### config.mk
export PLATFORM = sky130hd
export DESIGN_NAME = evnt_monitor_flat
export DESIGN_NICKNAME = d
export VERILOG_FILES = /design/src/rtl/trc_pkg.sv /design/src/rtl/evnt_monitor_if.sv /design/src/rtl/evnt_decode.sv /design/src/rtl/evnt_monitor.sv /design/src/flat_wrapper.sv
export SDC_FILE = /design/constraint.sdc
export NUM_CORES = 1
export LEC_CHECK = 0
export CAP_MARGIN = 15
export CORE_MARGIN = 8
export CORE_UTILIZATION = 52
export CTS_CLUSTER_DIAMETER = 30
export DETAILED_ROUTE_END_ITERATION = 8
export GPL_ROUTABILITY_DRIVEN = 0
export PLACE_DENSITY = 0.92
export SKIP_CTS_REPAIR_TIMING = 1
export SYNTH_ARGS = -nofsm -noshare
export SYNTH_HDL_FRONTEND = slang
export SYNTH_HIERARCHICAL = 1
export SYNTH_SLANG_ARGS = --single-unit
### constraint.sdc
create_clock -name clk -period 4.9 [get_ports clk]
set_input_delay 1.225 -clock clk [delete_from_list [all_inputs] [get_ports clk]]
set_output_delay 1.225 -clock clk [all_outputs]
set_load 0.02 [all_outputs]
### src/rtl/trc_pkg.sv
// Shared TRC definitions: state encodings, event codes and one-hot state masks,
// plus the successor relation and mask helpers used by the event monitor.
package trc_pkg;

  typedef enum logic [2:0] {
    ST_START = 3'd0,
    ST_A     = 3'd1,
    ST_B     = 3'd2,
    ST_C     = 3'd3,
    ST_D     = 3'd4,
    ST_UNRES = 3'd7
  } trc_state_e;

  localparam int N_ST = 5;
  typedef logic [N_ST-1:0] trc_mask_t;

  localparam trc_mask_t M_NONE  = 5'b00000;
  localparam trc_mask_t M_START = 5'b00001;
  localparam trc_mask_t M_A     = 5'b00010;
  localparam trc_mask_t M_B     = 5'b00100;
  localparam trc_mask_t M_C     = 5'b01000;
  localparam trc_mask_t M_D     = 5'b10000;

  // *_M codes are the "managed" variants (mng = 1)
  localparam logic [3:0] EV_START_M = 4'b0000;
  localparam logic [3:0] EV_START   = 4'b0011;
  localparam logic [3:0] EV_A_M     = 4'b1010;
  localparam logic [3:0] EV_A       = 4'b0100;
  localparam logic [3:0] EV_B_M     = 4'b1011;
  localparam logic [3:0] EV_B       = 4'b0101;
  localparam logic [3:0] EV_C_M     = 4'b1100;
  localparam logic [3:0] EV_D_M     = 4'b1101;
  localparam logic [3:0] EV_CD      = 4'b0110;

  function automatic trc_mask_t succ_mask(input trc_mask_t cand);
    trc_mask_t s;
    s = M_NONE;
    if ((cand & M_START) != M_NONE) s = s | M_A | M_C;
    if ((cand & M_A)     != M_NONE) s = s | M_A | M_B;
    if ((cand & M_B)     != M_NONE) s = s | M_B | M_C;
    if ((cand & M_C)     != M_NONE) s = s | M_D;
    if ((cand & M_D)     != M_NONE) s = s | M_C | M_D;
    return s;
  endfunction

  function automatic trc_state_e mask_to_state(input trc_mask_t m);
    case (m)
      M_START: return ST_START;
      M_A:     return ST_A;
      M_B:     return ST_B;
      M_C:     return ST_C;
      M_D:     return ST_D;
      default: return ST_UNRES;
    endcase
  endfunction

  function automatic logic mask_amb(input trc_mask_t m);
    return (m & (m - 5'd1)) != M_NONE;
  endfunction

endpackage

### src/rtl/evnt_monitor_if.sv
// Event-in / decode-out bundle of the TRC event monitor.
interface evnt_monitor_if #(parameter int CNT_W = 8);
  logic             evnt_vld;
  logic [3:0]       evnt;
  logic             err_clr;
  logic             dec_vld;
  logic [2:0]       dec_state;
  logic             dec_mng;
  logic             dec_amb;
  logic             err;
  logic             err_sticky;
  logic [CNT_W-1:0] err_cnt;

  modport master (
    output evnt_vld, evnt, err_clr,
    input  dec_vld, dec_state, dec_mng, dec_amb, err, err_sticky, err_cnt
  );

  modport slave (
    input  evnt_vld, evnt, err_clr,
    output dec_vld, dec_state, dec_mng, dec_amb, err, err_sticky, err_cnt
  );
endinterface

### src/rtl/evnt_decode.sv
// Combinational map from a 4-bit TRC event code to its candidate state mask and mng flag.
module evnt_decode
  import trc_pkg::*;
(
  input  logic [3:0] i_evnt,
  output trc_mask_t  o_mask,
  output logic       o_mng
);

  always_comb begin
    o_mask = M_NONE;
    o_mng  = 1'b0;
    case (i_evnt)
      EV_START_M: begin o_mask = M_START;   o_mng = 1'b1; end
      EV_START:         o_mask = M_START;
      EV_A_M:     begin o_mask = M_A;       o_mng = 1'b1; end
      EV_A:             o_mask = M_A;
      EV_B_M:     begin o_mask = M_B;       o_mng = 1'b1; end
      EV_B:             o_mask = M_B;
      EV_C_M:     begin o_mask = M_C;       o_mng = 1'b1; end
      EV_D_M:     begin o_mask = M_D;       o_mng = 1'b1; end
      EV_CD:            o_mask = M_C | M_D;
      default:          o_mask = M_NONE;
    endcase
  end

endmodule

### src/rtl/evnt_monitor.sv
// Tracks the TRC generator state from its event stream and flags illegal codes/transitions.
// Define EVNT_MONITOR_ERRCNT_EN to build the saturating error counter; otherwise err_cnt is 0.
module evnt_monitor
  import trc_pkg::*;
#(
  parameter int CNT_W = 8
) (
  input  logic          clk,
  input  logic          reset,
  evnt_monitor_if.slave bus
);

  trc_mask_t  w_map, w_succ, w_hit, w_nxt;
  logic       w_mng, w_err, w_err_ev;

  trc_mask_t  r_cand;
  logic       r_dec_vld, r_dec_mng, r_dec_amb, r_err, r_err_sticky;
  trc_state_e r_dec_state;

  evnt_decode u_decode (
    .i_evnt (bus.evnt),
    .o_mask (w_map),
    .o_mng  (w_mng)
  );

  // Unknown history accepts any legal code; a dead-end resyncs to the code's own mask.
  always_comb begin
    w_succ = succ_mask(r_cand);
    w_hit  = w_succ & w_map;
    w_nxt  = w_map;
    w_err  = 1'b0;
    if (r_cand == M_NONE) begin
      w_err = (w_map == M_NONE);
    end else if (w_hit != M_NONE) begin
      w_nxt = w_hit;
    end else begin
      w_err = 1'b1;
    end
  end

  assign w_err_ev = bus.evnt_vld & w_err;

  always_ff @(posedge clk or posedge reset) begin
    if (reset) begin
      r_cand       <= M_NONE;
      r_dec_vld    <= 1'b0;
      r_dec_state  <= ST_UNRES;
      r_dec_mng    <= 1'b0;
      r_dec_amb    <= 1'b0;
      r_err        <= 1'b0;
      r_err_sticky <= 1'b0;
    end else begin
      r_dec_vld <= bus.evnt_vld;
      r_err     <= w_err_ev;
      if (bus.evnt_vld) begin
        r_cand      <= w_nxt;
        r_dec_state <= mask_to_state(w_nxt);
        r_dec_mng   <= w_mng;
        r_dec_amb   <= mask_amb(w_nxt);
      end
      if (w_err_ev)         r_err_sticky <= 1'b1;
      else if (bus.err_clr) r_err_sticky <= 1'b0;
    end
  end

`ifdef EVNT_MONITOR_ERRCNT_EN
  localparam logic [CNT_W-1:0] CNT_MAX = '1;
  logic [CNT_W-1:0] r_err_cnt;

  always_ff @(posedge clk or posedge reset) begin
    if (reset) begin
      r_err_cnt <= '0;
    end else if (bus.err_clr) begin
      r_err_cnt <= w_err_ev ? {{(CNT_W-1){1'b0}}, 1'b1} : '0;
    end else if (w_err_ev && (r_err_cnt != CNT_MAX)) begin
      r_err_cnt <= r_err_cnt + 1'b1;
    end
  end

  assign bus.err_cnt = r_err_cnt;
`else
  assign bus.err_cnt = {CNT_W{1'b0}};
`endif

  assign bus.dec_vld    = r_dec_vld;
  assign bus.dec_state  = r_dec_state;
  assign bus.dec_mng    = r_dec_mng;
  assign bus.dec_amb    = r_dec_amb;
  assign bus.err        = r_err;
  assign bus.err_sticky = r_err_sticky;

endmodule

### src/flat_wrapper.sv
// flat-port wrapper written by rule: the top's interface ports become plain ports
module evnt_monitor_flat import trc_pkg::*;
#(
  parameter int CNT_W = 8
)
  (clk, reset, bus_evnt_vld, bus_evnt, bus_err_clr, bus_dec_vld, bus_dec_state, bus_dec_mng, bus_dec_amb, bus_err, bus_err_sticky, bus_err_cnt);
  evnt_monitor_if #(.CNT_W(CNT_W)) bus_i ();
  input  logic clk;
  input  logic reset;
  input wire logic [$bits(bus_i.evnt_vld)-1:0] bus_evnt_vld;
  input wire logic [$bits(bus_i.evnt)-1:0] bus_evnt;
  input wire logic [$bits(bus_i.err_clr)-1:0] bus_err_clr;
  output wire logic [$bits(bus_i.dec_vld)-1:0] bus_dec_vld;
  output wire logic [$bits(bus_i.dec_state)-1:0] bus_dec_state;
  output wire logic [$bits(bus_i.dec_mng)-1:0] bus_dec_mng;
  output wire logic [$bits(bus_i.dec_amb)-1:0] bus_dec_amb;
  output wire logic [$bits(bus_i.err)-1:0] bus_err;
  output wire logic [$bits(bus_i.err_sticky)-1:0] bus_err_sticky;
  output wire logic [$bits(bus_i.err_cnt)-1:0] bus_err_cnt;
  assign bus_i.evnt_vld = bus_evnt_vld;
  assign bus_i.evnt = bus_evnt;
  assign bus_i.err_clr = bus_err_clr;
  assign bus_dec_vld = bus_i.dec_vld;
  assign bus_dec_state = bus_i.dec_state;
  assign bus_dec_mng = bus_i.dec_mng;
  assign bus_dec_amb = bus_i.dec_amb;
  assign bus_err = bus_i.err;
  assign bus_err_sticky = bus_i.err_sticky;
  assign bus_err_cnt = bus_i.err_cnt;
  evnt_monitor #(.CNT_W(CNT_W)) u_core (.clk(clk), .reset(reset), .bus(bus_i));
endmodule
Word level (Yosys, flattened, before mapping)
Cells that the tools add are included.
- input bits: 8
- register bits after elaboration: 13
- word-level logic and storage cells: 48
- equal/unequal tests: 13
- bitwise gates (word level): 3
- multiplexer cells: 14
- reductions and logical operators: 10
- add/subtract/negate cells: 1
- operators by type and width (operator ; count):
    $pmux W5 S6 ; 1
    $mux W5 ; 4
    $eq A4 B4 Y1 const B ; 4
    $pmux W3 S5 ; 1
    $eq A4 B3 Y1 const B ; 3
    $and A5 B5 Y5 ; 2
    $logic_not A5 Y1 ; 2
    $reduce_bool A5 Y1 ; 2
    $mux W4 ; 2
    $reduce_or A2 Y1 ; 3
    $eq A5 B1 Y1 const B ; 1
    $eq A5 B2 Y1 const B ; 1
    $eq A5 B3 Y1 const B ; 1
    $eq A5 B4 Y1 const B ; 1
    $eq A5 B5 Y1 const B ; 1
    $mux W1 ; 5
    $reduce_or A5 Y1 ; 1
    $sub A5 B1 Y5 const B ; 1
    $eq A4 B2 Y1 const B ; 1
    $logic_not A4 Y1 ; 1
    $mux W3 ; 1
    $reduce_bool A2 Y1 ; 1
    $and A1 B1 Y1 ; 1

Depth between registers and ports, before layout
Gate-level depths: netlist of run 1.
- depth after elaboration: 12
- mapped depth: 9
- mapped depth without buffers: 8

Cells and area by module
Netlist of run 1, hierarchy kept.
- modules (own cells, without submodules) (module ; cells each ; area each (um^2) ; seq. area each (um^2) ; times used):
    evnt_monitor ; 87 ; 889.6 ; 329.1 ; 1
    evnt_decode ; 16 ; 118.9 ; 0.0 ; 1

Worst setup path before layout of run 1
OpenSTA, ideal clock, no wires.
- path type: input to register
- start: input port bus_evnt[3]
- end: register u_core.r_dec_state[1] (netlist: u_core/bus.dec_state[1])
- setup slack: 1.452 ns
- path buffers: 1
- setup time: 0.061 ns
- data required time: 4.839 ns
- stages on the path: 9
- data arrival time: 3.387 ns
- cell sequence: clkbuf_2 > or3b_1 > a21boi_0 > o21ai_4 > and3_4 > o41a_4 > xnor2_1 > a21oi_1 > o22a_1
- longest elaborated chain between the ends: 9
- elaborated cells on any way between the ends: 23
- classes of those cells: 13 x eq/ne; 4 x mux; 1 x bitwise; 5 x reduce/logical
- RTL lines (what ; line ; text):
    start, declared ; flat_wrapper.sv:11 ; input wire logic [$bits(bus_i.evnt)-1:0] bus_evnt;
    $eq A4 B3 Y1 (tied with other cells) ; evnt_decode.sv:13 ; case (i_evnt)
    $reduce_or A2 Y1 (no line) ; - ;
    $pmux W5 S6 (*) ; evnt_decode.sv:13 ;
    net u_core.w_map[2] ; evnt_monitor.sv:13 ; trc_mask_t w_map, w_succ, w_hit, w_nxt;
    $and A5 B5 Y5 ; evnt_monitor.sv:29 ; w_hit = w_succ & w_map;
    $reduce_bool A5 Y1 ; evnt_monitor.sv:34 ; end else if (w_hit != M_NONE) begin
    $mux W5 ; evnt_monitor.sv:34 ;
    $mux W5 (*) ; evnt_monitor.sv:32 ; if (r_cand == M_NONE) begin
    $eq A5 B5 Y1 (tied with other cells) ; trc_pkg.sv:47 ; case (m)
    $pmux W3 S5 (*) ; trc_pkg.sv:47 ;
    end signal, assigned ; evnt_monitor.sv:57 ; r_dec_state <= mask_to_state(w_nxt);
    end, declared ; evnt_monitor.sv:18 ; trc_state_e r_dec_state;
The timed path passes the listed nets; every way through them passes the cells marked *.
A chain may end at the register's enable or synchronous reset.

Worst setup path in the final report of run 1
- start: input port bus_evnt[1]
- end: register u_core.r_dec_state[2] (netlist: u_core/bus.dec_state[2])
The elaborated chain is that of the path after synthesis.

==> flow_metrics.tcl, run 1 <==
set metrics [dict create \
    dpl.cell_count 139 \
    tritoncts "yes" \
    antenna_violations_before_repair 0 \
    dp.final_hpwl_mm 1.70 \
    detail_route.first_pass.iterations 4 \
    cts_htree_levels 1 \
    period_needed_ns 3.92 \
    fillCellCount 153 \
    hold_viol 0 \
    die_y_um 60.0 \
    die-area_mm2 0.00360 \
    final_nets 125 \
    grt_start_max_net_pins 18 \
    post_route_cells_drive_above_1_share_pct 17.2 \
    multi_input_comb_area_um2 587 \
    slew_viol_final 0 \
    comb_power_share_pct 34.3 \
    post-route-cell-area_mm2 0.00116 \
    crit_path_max_fanout 8 \
    critical_path_class "input pin to flop" \
    placement.io_buffers 15 \
    die_width_um 60.0 \
    ys_dominant_reg_cell "dfrtp_1" \
    worstHoldPathType "flop to flop" \
    fin_worst_skew_ns 0.00315 \
    drtIter0Drc 27 \
    yosysWarningCount 6 \
    routed-via-count 835 \
    worstPathRequired_ns 5.08 \
    fin_total_pwr_uw 307 \
    synthCells 103 \
    critical_path.startpoint_type "input pin" \
    viasPerCell 5.84 \
    clock_buffer_count_from_cts 3 \
    cts-root-to-sink-buffers 2 \
    dpl_worst_slack_ns 0.739 \
    setup_viol 0 \
    clkSlewWorstSetupHoldPaths_ns 0.08 \
    first_global_vias 827 \
    cellPowerDensity_mw_per_mm2 266 \
    max_freq_mhz 255 \
    placed_cell_area_mm2 0.00113 \
    timing.slew.headroom_pct 47.0 \
    finalCritPeriodShare_pct 80.0 \
    postLayoutSetupSlackWorst_ns 0.980 \
    total_congestion_overflow_after_global_routing 0 \
    num_rows 16 \
    max_slew.worst_pin.slew_ns 0.787 \
    fin_hold_ws_ns 0.475 \
    clock_insertion_delay_worst_skew_ns 0.27 \
    i_o_pins 24 \
    grt_use_total_pct 13.4 \
    floorplan.initialDensity_pct 53.0 \
    power_frac_clock_pct 21.6 \
    finish.utilization_pct 60.8 \
    power.internal_uw 201 \
    antenna_cells_inserted 0 \
    route.detailed.drc 0 \
    grt_setup_unrepaired "no" \
    total_leakage_power_nw 0.485 \
    cts-root-buf "clkbuf_4" \
    syn_avg_cell_area_um2 9.79 \
    ff_latch_area_um2 329 \
    netSwitchingFraction_pct 34.7 \
    tritoncts_num_sinks 13 \
    setup_tns_after_final_layout_ns 0 \
    final_cell_count_no_fill 143 \
    seq_power_share_pct 44.1 \
    synth_edf_count 0 \
    yosysSeqAreaShare_pct 32.6 \
    peakVddDrop_v 0.000201 \
    max-cap-violations 0 \
    async_flop_share_pct 100 \
    power_switching_uw 107 \
    core_mm2 0.00190 \
    yosysUniqueCellTypes 43 \
    drt.antenna.violating_nets 0 \
    postRouteWirelength_mm 2.23 \
    cp_data_arrival_time_ns 4.10 \
    critPathCaptureType "flop" \
    run_status "complete, no violations" \
    area_growth_pct 14.6 \
    ys_seq_elements 13 \
    avgRoutedWirePerCell_um 15.6 \
    synthesis.area_mm2 0.00101 \
    grt_first_pass_wirelength_mm 3.57 \
]
-- metal layers --
layer / track usage (%) / up-vias / share of wire [%] / wire, um
li1: - / 382 / - / -
met1: 12.8 / 394 / 38 / 837
met2: 24.0 / 52 / 52 / 1160
met3: 4.09 / 7 / 8.7 / 194
met4: 9.18 / 0 / 1.9 / 42
met5: 0 / - / 0 / 0
-- cells in the final DEF (no fill, tap or decap), drive strengths merged, types with 2 or more instances in the layout --
cell type       n
nand2           4
nor2            7
mux2            3
dfrtp          10
conb            8
mux2i           3
a21oi           3
nand3           4
clkdlybuf4s50  15
clkbuf          4
xnor2           3
or4             2
inv             8
a21o            2
nor3            2
dfstp           3
nand3b          3
a31oi           2
o21ai           6
nor3b           2
and3            3
a21boi          3
or3b            2
-- power groups by stage --
stage	combinational (mW)	sequential, mW	clock (mW)
after global placement	0.100	0.136	0
after floorplan	0.0653	0.146	0
after global routing	0.113	0.137	0.0768
after CTS	0.105	0.135	0.0696
after detailed placement	0.104	0.137	0
final	0.105	0.135	0.0663
-- synthesized netlist by cell type, drive strengths merged, types with 2 or more instances --
master / n / area [um2]
nor2: 7 / 26.3
a21oi: 3 / 15.0
o21ai: 6 / 52.6
mux2i: 3 / 30.0
nand3: 4 / 20.0
and3: 3 / 28.8
nor3b: 2 / 20.0
nor3: 2 / 10.0
nand3b: 3 / 22.5
inv: 8 / 30.0
dfrtp: 10 / 250
a21o: 2 / 15.0
xnor2: 3 / 26.3
nand2: 4 / 15.0
dfstp: 3 / 78.8
or4: 2 / 15.0
or3b: 2 / 17.5
buf: 9 / 71.3
mux2: 3 / 33.8
a31oi: 2 / 42.5
a21boi: 3 / 22.5
clkbuf: 4 / 17.5
-- worst max-delay path: stages --
cell,delay [ns]
clkdlybuf4s50_1,0.52
or3b_1,0.43
a21boi_0,0.65
o21ai_4,0.20
and3_4,0.22
o41a_4,0.39
a311oi_1,0.25
o21ai_1,0.11
o311ai_1,0.09
-- state kept, by name, indices dropped and copies added (netlist names) --
signal / flops
u_core/bus.dec_mng: 1
u_core/bus.err: 1
u_core/bus.err_sticky: 1
u_core/bus.dec_amb: 1
u_core/bus.dec_state: 3
u_core/bus.dec_vld: 1
u_core/r_cand: 5
-- final timing paths --
| check | start | end | slack, ns | cells past startpoint |
|---|---|---|---|---|
| max reg2reg | u_core/r_cand[2] | u_core/bus.dec_amb | 2.95 | 5 |
| max | bus_evnt[1] | u_core/bus.dec_state[2] | 0.98 | 9 |
| max in group asynchronous | reset | u_core/bus.dec_state[2] | 3.28 | 2 |
| min in group asynchronous | reset | u_core/r_cand[0] | 1.27 | 2 |
| min | u_core/bus.err_sticky | u_core/bus.err_sticky | 0.48 | 1 |
| min reg2reg | u_core/bus.err_sticky | u_core/bus.err_sticky | 0.48 | 1 |
-- cell families (layout without fill, tap and decap cells) --
| kind of cell | Yosys count | after routing | synth area share, % |
|---|---|---|---|
| AO/OA/AOI/OAI | 26 | 26 | 25.1 |
| flip-flops | 13 | 13 | 32.6 |
| buffers and inverters | 21 | 27 | 11.8 |
| AND/OR/NAND/NOR | 31 | 31 | 19.2 |
| adder cells (fa/ha/maj) | 1 | 1 | 1.12 |
| other | 1 | 8 | 0.372 |
| XOR/XNOR | 4 | 4 | 3.47 |
| multiplexers | 6 | 6 | 6.33 |
-- area by class of cell --
class                      count  share of cell area, %
clock buffer                   4                   2.27
inverter                       8                   2.60
multi-input combinational     76                   50.8
sequential                    13                   28.5
tap                           27                   2.92
timing repair buffer          15                   13.0
(Power assumes the default switching activity.)
==> run 2, diff against run 1 <==
CORE_UTILIZATION = 49   (was 52)
PLACE_DENSITY = 0.88   (was 0.92)
clock period = 4.1 ns   (was 4.9 ns; I/O delays follow)
==> run 2 against run 1 <==
Net effect: count of clock-buffer cells in the layout unchanged; final cell count up 1.4%; flip-flop and latch count unchanged; critical endpoint is now u_core/bus.dec_state[0]; sequential share of layout area shrank 0.36 points; largest power group unchanged; via count down 2.6%; utilization fell by 1.1 points; total power increased by 18%.
==> flow_metrics.tcl, run 2 (synthesized netlist as in run 1, its figures left out) <==
set metrics [dict create \
    core_mm2 0.00196 \
    largest_reg_flops 5 \
    finish.utilization_pct 59.7 \
    final_nets 127 \
    clock_insertion_delay_worst_skew_ns 0.27 \
    grt_use_total_pct 12.4 \
    route.detailed.drc 0 \
    tritoncts_num_sinks 13 \
    avgRoutedWirePerCell_um 14.7 \
    antenna_cells_inserted 0 \
    cellPowerDensity_mw_per_mm2 310 \
    registers.top_by_ff_count "u_core/r_cand" \
    placement.io_buffers 15 \
    worstPathRequired_ns 4.29 \
    critical_path.cell_chain "clkdlybuf4s50_1, or3b_1, a21oi_1, o21ai_0, and3_4, a31oi_4, xnor2_1, mux2i_1, a41oi_1" \
    critical_path_class "input pin to flop" \
    fin_worst_skew_ns 0.00301 \
    fin_total_pwr_uw 363 \
    dpl.cell_count 141 \
    cts-root-to-sink-buffers 2 \
    r2r.worst_path.cells 5 \
    detail_route.first_pass.iterations 4 \
    area_growth_pct 16.1 \
    layout.cells.most_common_list "clkdlybuf4s50_1, dfrtp_1, inv_1, conb_1, nor2_1" \
    hold_viol 0 \
    die_y_um 61.4 \
    clock_buffer_count_from_cts 3 \
    max_slew.worst_pin.slew_ns 0.632 \
    postLayoutSetupSlackWorst_ns 0.647 \
    grt_start_max_net_pins 18 \
    antenna_violations_before_repair 0 \
    ff_latch_area_um2 329 \
    period_needed_ns 3.45 \
    grt_first_pass_wirelength_mm 3.44 \
    finalCritPeriodShare_pct 84.2 \
    routed-via-count 813 \
    max-cap-violations 0 \
    grt_setup_unrepaired "no" \
    library_cell_contributing_the_largest_single_delay_on_the_critical_path "clkdlybuf4s50_1" \
    cp_data_arrival_time_ns 3.65 \
    max_freq_mhz 290 \
    worstHoldPathType "flop to flop" \
    hold_path_depth 1 \
    setup_tns_after_final_layout_ns 0 \
    total_congestion_overflow_after_global_routing 0 \
    setup_viol 0 \
    final_cell_count_no_fill 145 \
    slew_viol_final 0 \
    dpl_worst_slack_ns 0.413 \
    drtIter0Drc 17 \
    crit_path_max_fanout 8 \
    cts_htree_levels 1 \
    timing.slew.headroom_pct 57.7 \
    total_leakage_power_nw 0.495 \
    peakVddDrop_v 0.000205 \
    floorplan.initialDensity_pct 51.4 \
    viasPerCell 5.61 \
    die_width_um 61.4 \
    multi_input_comb_area_um2 587 \
    cts-root-buf "clkbuf_4" \
    critical_path.startpoint_type "input pin" \
    layout_commonest_cell "clkdlybuf4s50_1" \
    clkSlewWorstSetupHoldPaths_ns 0.07 \
    tritoncts "yes" \
    i_o_pins 24 \
    dp.final_hpwl_mm 1.64 \
    die-area_mm2 0.00377 \
    postRouteWirelength_mm 2.13 \
    first_global_vias 797 \
    num_rows 16 \
    post_route_cells_drive_above_1_share_pct 18.6 \
    fillCellCount 174 \
    critPathMaxStageDelay_ns 0.53 \
    critPathCaptureType "flop" \
    drt.antenna.violating_nets 0 \
    run_status "complete, no violations" \
]
==> run 2: cell count changes in the layout (fill, tap and decap cells not counted) <==
cell / previous run / this run
buf_4: 0 / 2
==> run 2: worst paths after layout <==
| kind | slack, ns | end | startpoint |
|---|---|---|---|
| setup / recovery | 0.65 | u_core/bus.dec_state[0] | bus_evnt[1] |
| setup reg to reg | 2.20 | u_core/bus.dec_amb | u_core/r_cand[2] |
| min in group asynchronous | 1.07 | u_core/bus.dec_vld | reset |
| hold / removal | 0.48 | u_core/bus.err_sticky | u_core/bus.err_sticky |
| max in group asynchronous | 2.67 | u_core/bus.dec_state[2] | reset |
| hold reg to reg | 0.48 | u_core/bus.err_sticky | u_core/bus.err_sticky |
==> run 2: power by group <==
part	switching [mW]	internal (mW)
clock	0.0380	0.0378
sequential	0.0146	0.146
combinational	0.0694	0.0568
total	0.122	0.241
==> run 2: critical path: cells and delay by family <==
kind	cells	cell delay, ns
AOI/OAI and AO/OA	4	1.15
xor gates and xnor gates	1	0.19
buffers and inverters	1	0.53
muxes	1	0.11
and+or+nand+nor	2	0.64
==> run 2: area by class of cell <==
class                           count  area share (%)
Inverter                            8            2.56
Tap cell                           27            2.88
Timing Repair Buffer               17            14.1
Clock buffer                        4            2.24
Sequential cell                    13            28.1
Multi-Input combinational cell     76            50.1
==> run 2: stage by stage <==
step                      hold slack, ns  area, um2
after floorplan                    0.520       1030
after global placement             0.460       1140
after detailed placement           0.467       1140
after CTS                          0.484       1170
after global routing               0.498       1170
final                              0.480       1170
==> run 2: routing by layer <==
layer / up-vias / share of wire, % / global-route usage, %
met5: - / 0 / 0
met4: 0 / 2.6 / 8.44
met3: 9 / 7.9 / 5.64
met2: 29 / 52 / 21.2
met1: 388 / 38 / 11.7
li1: 387 / - / -
==> run 3, diff against run 2 <==
CORE_UTILIZATION = 44   (was 49)
PLACE_DENSITY = 0.84   (was 0.88)
clock period = 3 ns   (was 4.1 ns; I/O delays follow)
==> run 3 against run 2 <==
Net effect: critical path depth is 1 higher; register-to-register slack worse by 1.1 ns; critical endpoint is now u_core/bus.dec_amb; first-iteration DRC count up 47%; total power is 44% higher; non-clock buffer count grew 19; count of clock-buffer cells in the layout did not move.
==> flow_metrics.tcl, run 3 (synthesized netlist as in run 1, its figures left out) <==
set metrics [dict create \
    origin_of_the_critical_flop_to_flop_path "u_core/r_cand[2]" \
    grt_first_pass_wirelength_mm 3.97 \
    final_cell_count_no_fill 165 \
    post_route_cells_drive_above_1_share_pct 30.7 \
    dp.final_hpwl_mm 1.81 \
    dpl_worst_slack_ns -0.239 \
    route.layer.met1.wl_um 968 \
    highest_metal_layer_with_signal_wires "met4" \
    max_slew.worst_pin.slew_ns 0.504 \
    largest_reg_flops 5 \
    regToRegSetupSlack_ns 1.11 \
    grt_start_max_net_pins 14 \
    clkSlewWorstSetupHoldPaths_ns 0.07 \
    die-area_mm2 0.00408 \
    routed-via-count 853 \
    setup_viol 0 \
    finish.utilization_pct 60.8 \
    worstHoldPathType "flop to flop" \
    total_leakage_power_nw 0.592 \
    peakVddDrop_v 0.000325 \
    die_width_um 63.9 \
    postRouteWirelength_mm 2.30 \
    core_mm2 0.00219 \
    drtIter0Drc 25 \
    area_growth_pct 32.1 \
    floorplan.initialDensity_pct 46.0 \
    hold_path_depth 1 \
    cts-root-to-sink-buffers 2 \
    postLayoutSetupSlackWorst_ns 0.132 \
    dpl.cell_count 161 \
    registers.top_by_ff_count "u_core/r_cand" \
    startpoint "bus_evnt[2]" \
    tritoncts "yes" \
    slew_viol_final 0 \
    placement.io_buffers 15 \
    run_status "complete, no violations" \
    period_needed_ns 2.87 \
    r2r.worst_path.cells 5 \
    cts_htree_levels 1 \
    first_global_vias 896 \
    clock_buffer_count_from_cts 3 \
    fin_worst_skew_ns 0.00304 \
    min_delay_worst_endpoint "u_core/bus.err_sticky" \
    clock_insertion_delay_worst_skew_ns 0.27 \
    total_congestion_overflow_after_global_routing 0 \
    grt_use_total_pct 11.6 \
    tritoncts_num_sinks 13 \
    critical_path.startpoint_type "input pin" \
    wl_met3_um 179 \
    hold_viol 0 \
    wl_met2_mm 1.13 \
    grt_setup_unrepaired "no" \
    i_o_pins 24 \
    cellPowerDensity_mw_per_mm2 392 \
    critical_register_to_register_path_endpoint "u_core/bus.dec_amb" \
    max-cap-violations 0 \
    launch_point_of_the_worst_hold_path "u_core/bus.err_sticky" \
    die_y_um 63.9 \
    antenna_violations_before_repair 0 \
    worstPathRequired_ns 3.14 \
    ff_latch_area_um2 329 \
    layout_commonest_cell "buf_4" \
    drt.antenna.violating_nets 0 \
    timing.slew.headroom_pct 66.1 \
    fillCellCount 190 \
    avgRoutedWirePerCell_um 14.0 \
    num_rows 17 \
    detail_route.first_pass.iterations 4 \
    final_nets 146 \
    layout.cells.most_common_list "buf_4, clkdlybuf4s50_1, dfrtp_1" \
    max_freq_mhz 349 \
    critical_path_class "input pin to flop" \
    cts-root-buf "clkbuf_4" \
    critPathCaptureType "flop" \
    route.detailed.drc 0 \
    antenna_cells_inserted 0 \
    viasPerCell 5.17 \
    cp_data_arrival_time_ns 3.01 \
    multi_input_comb_area_um2 592 \
    crit_path_max_fanout 4 \
    finalCritPeriodShare_pct 95.6 \
]
-- run 3: cell types whose count changed in the layout (fill, tap and decap cells not counted) --
cell	previous run	this run
buf_4	2	20
buf_12	0	1
nor3b_1	1	0
nor3b_2	1	2
-- run 3: worst max-delay path: stages --
cell	delay [ns]
clkdlybuf4s50_1	0.52
or3b_1	0.38
a21boi_0	0.19
buf_4	0.15
o21ai_4	0.06
and3_4	0.17
o41ai_2	0.30
maj3_2	0.26
a211o_1	0.13
o221ai_1	0.11
-- run 3: final cells by class --
class,count,area share [%]
Clock buffer,4,1.97
Timing Repair Buffer,36,24.0
Tap cell,28,2.63
Sequential cell,13,24.7
Inverter,8,2.25
Multi-Input combinational cell,76,44.4
-- run 3: worst max path at each step --
stage	end	slack, ns
2_1_floorplan	u_core/bus.dec_state[1]	0.03
3_3_place_gp	u_core/bus.dec_state[2]	-0.14
3_5_place_dp	u_core/bus.dec_amb	-0.24
4_1_cts	u_core/bus.dec_amb	0.05
5_1_grt	u_core/bus.dec_amb	0.004
6_report	u_core/bus.dec_amb	0.13
-- run 3: power by group --
group          total (mW)  switching, mW  internal, mW
registers           0.220         0.0204         0.200
clock network       0.106         0.0548        0.0515
logic               0.196         0.0987        0.0975
total               0.523          0.174         0.349
-- run 3: metal layers --
layer,track usage [%],up-vias
met5,0,-
met4,1.11,0
li1,-,425
met1,13.1,402
met2,20.6,24
met3,4.88,2
-- run 3: through the flow --
step	power [mW]	hold WS, ns	cell area, um2	TNS [ns]
after floorplan	0.344	0.520	1030	0
after global placement	0.412	0.461	1300	-0.476
after detailed placement	0.418	0.471	1300	-0.980
after CTS	0.528	0.488	1330	0
after global routing	0.556	0.524	1330	0
final	0.523	0.483	1330	0
